[src/rtl/lif_pkg.sv]
// Shared definitions for the LIF spike monitor: default result/window widths
// and the monitor FSM state encoding.
package lif_pkg;

    localparam int unsigned CNT_W_DEF = 8;
    localparam int unsigned WIN_W_DEF = 16;
    localparam int unsigned ISI_W_DEF = 16;

    typedef enum logic [0:0] {
        ST_IDLE,
        ST_RUN
    } lif_state_e;

endpackage

[src/rtl/lif_isi_tracker.sv]
// Inter-spike interval tracker for one monitoring window.
//   clk_i      clock
//   rst_i      asynchronous active-high reset
//   clear_i    restart tracking (window start / monitor idle); wins over update
//   active_i   window cycle in progress
//   spike_i    spike on this cycle
//   min_nxt_o  running minimum ISI including this cycle's spike (all-ones if <2 spikes)
module lif_isi_tracker #(
    parameter int unsigned ISI_W = 16
) (
    input  logic             clk_i,
    input  logic             rst_i,
    input  logic             clear_i,
    input  logic             active_i,
    input  logic             spike_i,
    output logic [ISI_W-1:0] min_nxt_o
);

    logic             seen_q;
    logic [ISI_W-1:0] cnt_q;
    logic [ISI_W-1:0] min_q;
    logic [ISI_W-1:0] cnt_inc;

    // cnt_q holds (cycles since last spike - 1), so cnt_q + 1 is the interval.
    always_comb begin
        cnt_inc   = (cnt_q == '1) ? cnt_q : cnt_q + ISI_W'(1);
        min_nxt_o = min_q;
        if (active_i && spike_i && seen_q && (cnt_inc < min_q)) begin
            min_nxt_o = cnt_inc;
        end
    end

    always_ff @(posedge clk_i or posedge rst_i) begin
        if (rst_i) begin
            seen_q <= 1'b0;
            cnt_q  <= '0;
            min_q  <= '1;
        end else if (clear_i) begin
            seen_q <= 1'b0;
            cnt_q  <= '0;
            min_q  <= '1;
        end else if (active_i) begin
            if (spike_i) begin
                seen_q <= 1'b1;
                cnt_q  <= '0;
                min_q  <= min_nxt_o;
            end else begin
                cnt_q  <= cnt_inc;
            end
        end
    end

endmodule

[src/rtl/lif_spike_monitor.sv]
// Windowed spike-rate and minimum-ISI monitor for a LIF neuron output.
//   clk_i        clock
//   rst_i        asynchronous active-high reset
//   en_i         monitor enable; dropping it discards the partial window
//   spike_i      1-cycle spike pulse
//   win_len_i    window length in cycles (0 treated as 1), sampled at window start
//   out_ready_i  consumer ready
//   out_valid_o  result valid
//   rate_o       spikes in the finished window (saturating)
//   isi_min_o    minimum ISI in the window, all-ones if fewer than two spikes
//   overrun_o    sticky: a finished window was dropped
//   win_tick_o   high on the last cycle of each window
module lif_spike_monitor import lif_pkg::*; #(
    parameter int unsigned CNT_W = CNT_W_DEF,
    parameter int unsigned WIN_W = WIN_W_DEF,
    parameter int unsigned ISI_W = ISI_W_DEF
) (
    input  logic             clk_i,
    input  logic             rst_i,
    input  logic             en_i,
    input  logic             spike_i,
    input  logic [WIN_W-1:0] win_len_i,
    input  logic             out_ready_i,
    output logic             out_valid_o,
    output logic [CNT_W-1:0] rate_o,
    output logic [ISI_W-1:0] isi_min_o,
    output logic             overrun_o,
    output logic             win_tick_o
);

    lif_state_e       state_q;
    logic [WIN_W-1:0] win_len_q;
    logic [WIN_W-1:0] win_cnt_q;
    logic [CNT_W-1:0] spike_cnt_q;
    logic [CNT_W-1:0] spike_cnt_nxt;
    logic [WIN_W-1:0] win_len_eff;
    logic [ISI_W-1:0] isi_min_nxt;
    logic             run;
    logic             last;

    always_comb begin
        run           = (state_q == ST_RUN) && en_i;
        last          = run && (win_cnt_q == win_len_q - WIN_W'(1));
        win_len_eff   = (win_len_i == '0) ? WIN_W'(1) : win_len_i;
        spike_cnt_nxt = spike_cnt_q;
        if (spike_i && (spike_cnt_q != '1)) begin
            spike_cnt_nxt = spike_cnt_q + CNT_W'(1);
        end
    end

    assign win_tick_o = last;

    // History clears whenever no window is in progress and on each window's
    // last cycle, so the next window starts fresh with no gap.
    lif_isi_tracker #(
        .ISI_W (ISI_W)
    ) u_isi (
        .clk_i     (clk_i),
        .rst_i     (rst_i),
        .clear_i   (!run || last),
        .active_i  (run),
        .spike_i   (spike_i),
        .min_nxt_o (isi_min_nxt)
    );

    always_ff @(posedge clk_i or posedge rst_i) begin
        if (rst_i) begin
            state_q     <= ST_IDLE;
            win_len_q   <= WIN_W'(1);
            win_cnt_q   <= '0;
            spike_cnt_q <= '0;
            out_valid_o <= 1'b0;
            rate_o      <= '0;
            isi_min_o   <= '0;
            overrun_o   <= 1'b0;
        end else begin
            unique case (state_q)
                ST_IDLE: begin
                    if (en_i) begin
                        state_q     <= ST_RUN;
                        win_len_q   <= win_len_eff;
                        win_cnt_q   <= '0;
                        spike_cnt_q <= '0;
                    end
                end
                ST_RUN: begin
                    if (!en_i) begin
                        state_q     <= ST_IDLE;
                        win_cnt_q   <= '0;
                        spike_cnt_q <= '0;
                    end else if (last) begin
                        win_len_q   <= win_len_eff;
                        win_cnt_q   <= '0;
                        spike_cnt_q <= '0;
                    end else begin
                        win_cnt_q   <= win_cnt_q + WIN_W'(1);
                        spike_cnt_q <= spike_cnt_nxt;
                    end
                end
                default: state_q <= ST_IDLE;
            endcase

            // A pending result that is not being taken this cycle wins over a new one.
            if (last) begin
                if (out_valid_o && !out_ready_i) begin
                    overrun_o <= 1'b1;
                end else begin
                    out_valid_o <= 1'b1;
                    rate_o      <= spike_cnt_nxt;
                    isi_min_o   <= isi_min_nxt;
                end
            end else if (out_valid_o && out_ready_i) begin
                out_valid_o <= 1'b0;
            end
        end
    end

endmodule

[config.mk]
export PLATFORM = sky130hd
export DESIGN_NAME = lif_spike_monitor
export DESIGN_NICKNAME = d
export VERILOG_FILES = /design/src/rtl/lif_pkg.sv /design/src/rtl/lif_isi_tracker.sv /design/src/rtl/lif_spike_monitor.sv
export SDC_FILE = /design/constraint.sdc
export NUM_CORES = 1
export LEC_CHECK = 0
export CAP_MARGIN = 20
export CORE_ASPECT_RATIO = 0.6
export CORE_UTILIZATION = 40
export CTS_BUF_LIST = sky130_fd_sc_hd__clkbuf_4
export CTS_CLUSTER_DIAMETER = 60
export DETAILED_ROUTE_END_ITERATION = 10
export SLEW_MARGIN = 20
export SYNTH_ARGS = -nofsm -noshare
export SYNTH_HDL_FRONTEND = slang
export SYNTH_HIERARCHICAL = 1
export SYNTH_SLANG_ARGS = --single-unit
[constraint.sdc]
create_clock -name clk_i -period 4.8 [get_ports clk_i]
set_clock_uncertainty 0.1 [all_clocks]
set_input_delay 0.96 -clock clk_i [delete_from_list [all_inputs] [get_ports clk_i]]
set_output_delay 0.96 -clock clk_i [all_outputs]
set_load 0.02 [all_outputs]
# Word-level counts from Yosys, hierarchy flattened
# Cells that the tools add are included.
word_totals:
  ff_bits: 100
  input_bits: 21
  output_inout_bits: 27
classes:
  n_addsub: 4
  order_cmp: 1
  eq_ne: 7
  mux: 29
  n_bitwise: 2
  n_reduce_logical: 20
op_table:
  columns: ["cell", "n"]
  rows:
  - ["two-way mux 16 bit", 15]
  - ["case mux 16 bit (2 select lines)", 2]
  - ["adder 16 x 1 -> 16 bit, second input constant", 2]
  - ["two-way mux 8 bit", 4]
  - ["== test 16 bit", 1]
  - ["== test 16 bit, second input constant", 1]
  - ["logical NOT 16 bit", 1]
  - ["less-than comparator 16 bit", 1]
  - ["case mux 8 bit (2 select lines)", 1]
  - ["subtractor 16 x 1 -> 16 bit, second input constant", 1]
  - ["adder 8 x 1 -> 8 bit, second input constant", 1]
  - ["logical AND 1 bit", 8]
  - ["inequality test 8 bit, second input constant", 1]
  - ["AND reduction 2 bit", 4]
  - ["two-way mux 1 bit", 7]
  - ["inequality test 2 bit, second input constant", 3]
  - ["nonzero test 2 bit", 3]
  - ["AND reduction 3 bit", 1]
  - ["logical NOT 1 bit", 2]
  - ["inequality test 2 x 1 -> 1 bit, second input constant", 1]
  - ["inverter 1 bit", 2]
  - ["logical OR 1 bit", 1]

# Depth between registers and ports, before layout
# Gate-level depths: netlist of the first run.
depth:
  depth_word: 8
  mapped_depth: 15

# By module
# Netlist of the first run, hierarchy kept.
by_module_without_submodules:
  columns: ["mod", "instances", "cells_per_inst", "area_each_um2"]
  rows:
  - ["lif_spike_monitor", 1, 337, 3570.9]
  - ["lif_isi_tracker", 1, 292, 2681.3]

# Worst setup path before layout of the first run
# No wires, ideal clock.
synth_timing:
  path_kind: "flip-flop to flip-flop"
  from: "register u_isi.cnt_q[0]"
  to: "register isi_min_o[5]"
  setup_ns: 0.127
  arrival_time_ns: 3.665
  slack_ns: 0.908
  path_stages_with_launch: 15
  n_path_buf: 2
  period_less_slack_ns: 3.892
  path_cell_list: "dfrtp_1 -> ha_1 -> and3_1 -> clkbuf_1 -> o2111ai_1 -> nor3b_1 -> or2_2 -> ha_1 -> nand4_1 -> a2111oi_0 -> nand3_1 -> o221ai_4 -> buf_6 -> mux2_4 -> mux2_1"
synth_via:
  elab_chain_len: 5
synth_rtl:
  columns: ["element", "line", "text"]
  rows:
  - ["start: declaration", "lif_isi_tracker.sv:20", "logic [ISI_W-1:0] cnt_q;"]
  - ["start signal: assignment", "lif_isi_tracker.sv:48", "cnt_q <= cnt_inc;"]
  - ["adder 16 x 1 -> 16 bit or == test 16 bit (tied branches)", "lif_isi_tracker.sv:26", "cnt_inc = (cnt_q == '1) ? cnt_q : cnt_q + ISI_W'(1);"]
  - ["two-way mux 16 bit *", "lif_isi_tracker.sv:26", null]
  - ["less-than comparator 16 bit", "lif_isi_tracker.sv:28", "if (active_i && spike_i && seen_q && (cnt_inc < min_q)) begin"]
  - ["logical AND 1 bit", "lif_isi_tracker.sv:28", null]
  - ["two-way mux 16 bit *", "lif_isi_tracker.sv:28", null]
  - ["via isi_min_nxt[5]", "lif_spike_monitor.sv:37", "logic [ISI_W-1:0] isi_min_nxt;"]
  - ["end signal: assignment", "lif_spike_monitor.sv:110", "isi_min_o <= isi_min_nxt;"]
  - ["end: declaration", "lif_spike_monitor.sv:26", "output logic [ISI_W-1:0] isi_min_o,"]
# The timed path passes the listed nets; every way through them passes the cells marked *.
# A chain may end at the register's enable or synchronous reset.

# Final worst setup path of the first run
layout_timing:
  from: "register win_len_q[2]"
  to: "output port win_tick_o"
layout_via:
  elab_chain_len: 3
layout_rtl:
  columns: ["element", "line", "text"]
  rows:
  - ["start: declaration", "lif_spike_monitor.sv:32", "logic [WIN_W-1:0] win_len_q;"]
  - ["start signal: assignment", "lif_spike_monitor.sv:81", "win_len_q <= win_len_eff;"]
  - ["start signal: assignment", "lif_spike_monitor.sv:92", "win_len_q <= win_len_eff;"]
  - ["subtractor 16 x 1 -> 16 bit", "lif_spike_monitor.sv:43", "last = run && (win_cnt_q == win_len_q - WIN_W'(1));"]
  - ["== test 16 bit", "lif_spike_monitor.sv:43", null]
  - ["logical AND 1 bit", "lif_spike_monitor.sv:43", null]
  - ["end: declaration", "lif_spike_monitor.sv:28", "output logic win_tick_o"]
# No other way between the ends.

==> metrics, run 1 <==
status complete, no violations; Power Total 1.56 mW; DR pass1 iterations 5; # DRC 0; worst skew pair latency about 0.46 ns; CP required roughly 3.7 ns; post-synth net total around 670; total wire length 15,000 um; drt via density roughly 5.7; Synth area leader dfrtp_1; Fmax roughly 0.22 GHz; DP HPWL ~11,000 um; crit path kind reg2out; DR vias 4,989; Post-Synthesis Cell Area between 6000 and 7000 sq um; Tmin final approximately 4.5 ns; Worst R2R Start u_isi/cnt_q[0]; Vert. Die Dim approximately 99 um; Synth top area share between 30% and 40%; Antenna Cells 0; WHS Path Cells 1; number of synthesized flops with an enable pin 0; fin crit share 93.8%; post-route insts no fill between 800 and 900; violation count after the first detailed-route iteration roughly 370; vias in the first global route approximately 4,700; dominant cells by area after synthesis dfrtp_1 (33%), dfstp_2 (7.1%), mux2_2 (6.7%), ha_1 (3.8%), mux2_4 (3.4%); maximum clock insertion buffer count 2; IO Port Bufs 47; post-synthesis cell count between 600 and 700; Worst-path clk slew 0.17 ns; P_int 1.12 mW; slew of the pin with the lowest slew margin 0.984 ns; hold_ws 0.410 ns; Leak approximately 3.3 nW; Wirelength per Cell 17.2 um; # hold bufs at CTS 0; die area about 16,000 sq um; # clock sinks 100; Setup Buffers After CTS 0; Worst Hold Class reg2reg; Hold Crit Endpoint overrun_o; sequential area share after synthesis just over 40%; final instance area roughly 7100 sq um; reg2reg end isi_min_o[0]; Pwr Density around 220 nW/um^2; Clk pwr share roughly 30%; Top Ports 48; core area about 15,000 sq um; Layout area overhead 13.4%; power share of the sequential group about three fifths; post-synthesis register bit count 100; max-cap violation count 0; worst reg2reg setup slack a little under 0.3 ns; floorplan row count 34; Critical Path End Type primary output; relative slew slack 34.3%; initial antenna violation count 0; number of fillers in the final layout 1,368; switching share of total power 28.3%; asr flop ratio synth 100%; Reg2Reg Depth 13; TNS Setup 0 ns; Pins Over Slew Limit 0; switching pwr between 0.4 and 0.5 mW; clk root buf clkbuf_4; Place WS 0.275 ns; first-pass GRT wire length around 25,000 um; crit path max fanout 9; RSZ-0062 raised after global routing no; Reg area 2520 sq um; Final nets approximately 710; worst path arrival time about 3.4 ns; Cell Area, Placed just under 7000 sq um; Final Util approximately 48%; H-tree depth 3; global route total overflow 0; Cell variety after synth 67; Multi-input gate area 3440 sq um; largest net degree at the start of global routing 27; endpoints failing setup 0; GR Util All Layers between 10% and 20%; Routed Antenna Nets 0; logic gate share of total power between 10% and 20%; most used flip-flop cell after synthesis dfrtp_1; Placed Instances 858; hold path startpoint overrun_o; share of layout cells above drive strength 1 between 10% and 20%; initial core utilization roughly two fifths; Peak VDD IR around 130 uV; GP Congestion 0.865; Synthesis Warnings 6; die width ~160 um; Critical path origin win_len_q[2]; Final Hold Vio Count 0; CTS tree built; CP startpoint kind flip-flop; Num CTS Buffers 9; Setup WS post-layout a little under 0.3 ns; mean area per synthesized cell 9.94 sq um
[power by group through the flow]
| stage | logic (mW) | clock network (mW) | registers [mW] |
|---|---|---|---|
| after floorplan | 0.125 | 0 | 0.909 |
| after global placement | 0.179 | 0 | 0.917 |
| after detailed placement | 0.184 | 0 | 0.918 |
| after CTS | 0.188 | 0.482 | 0.903 |
| after global routing | 0.207 | 0.514 | 0.910 |
| final | 0.187 | 0.465 | 0.903 |
[synth_stat cells, drive strengths merged (9+ instances only)]
| master | number |
|---|---|
| xnor2 | 14 |
| nand2 | 46 |
| nor4 | 9 |
| a31oi | 9 |
| ha | 19 |
| and3 | 9 |
| xor2 | 15 |
| o21ai | 28 |
| nor2 | 48 |
| inv | 32 |
| clkbuf | 19 |
| nand4 | 17 |
| buf | 13 |
| a21oi | 18 |
| dfstp | 17 |
| nand3 | 25 |
| mux2 | 55 |
| dfrtp | 83 |
| nor3 | 17 |
| mux2i | 22 |
[layout make-up]
class	count	area share (%)
flip-flops and latches	100	35.6
repair buffers	63	8.67
clock buffers	10	1.06
well taps	198	3.49
inverters	32	1.69
clock inverters	6	0.900
multi-input cells	465	48.6
[sequential cells by signal (all words and copies together), names as in the netlist]
register,cells
out_valid_o,1
win_cnt_q,16
overrun_o,1
u_isi/cnt_q,16
spike_cnt_q,8
rate_o,8
u_isi/seen_q,1
win_len_q,16
state_q,1
isi_min_o,16
u_isi/min_q,16
[kinds of logic (layout without fill, tap and decap cells)]
| family | after synthesis | after routing | synth area share, % |
|---|---|---|---|
| compound gates | 115 | 115 | 13.4 |
| flops | 100 | 100 | 40.4 |
| mux | 77 | 77 | 14.3 |
| simple gates | 225 | 225 | 19.1 |
| fa+ha+maj | 19 | 19 | 3.80 |
| buf+inv | 64 | 111 | 4.92 |
| xor+xnor | 29 | 29 | 4.06 |
[layer usage]
metal	wire, um	share of wire (%)	vias to the layer above	track usage [%]
met3	945	6.3	10	3.83
met5	0	0	-	0
met1	8120	54	2449	32.5
met2	5870	39	141	25.8
met4	111	0.74	0	3.67
li1	-	-	2389	-
[critical path: stages (launching register included)]
cell and delay, ns:
dfrtp_1 0.50, or4_1 0.63, or3_1 0.41, or4b_1 0.50
a21oi_2 0.21, o2111ai_4 0.14, nor2_1 0.23, dlygate4sd2_1 0.36
[how the worst max path moves through the flow]
stage / end / slack, ns
after floorplan: isi_min_o[5] / 0.91
after detailed placement: isi_min_o[0] / 0.28
after CTS: win_tick_o / 0.25
final: win_tick_o / 0.30
after global placement: isi_min_o[14] / 0.42
after global routing: isi_min_o[14] / 0.06
[layout by cell type, fill, tap and decap left out, types with 9 or more instances in the layout]
master            n
a21oi_1          17
a31oi_1           9
and3_1            9
buf_4            14
clkbuf_4         10
clkdlybuf4s50_1  46
dfrtp_1          83
dfstp_2          17
ha_1             19
inv_1            31
mux2_2           37
mux2_4           14
mux2i_1          21
nand2_1          46
nand3_1          25
nand4_1          17
nor2_1           46
nor3_1           15
nor4_1            9
o21ai_0          28
xnor2_1          14
xor2_1           15
[repair_timing]
action	in CTS	in global routing
cloned	0	0
gates resized for setup	3	1
endpoints found under the setup margin	1	1
Power figures use the tool's default switching activity.
==> run 2: changes to the inputs <==
Settings changed: CAP_MARGIN 20 to default.
==> results of run 2 <==
Final layout, timing and power as in run 1 (identical DEF).
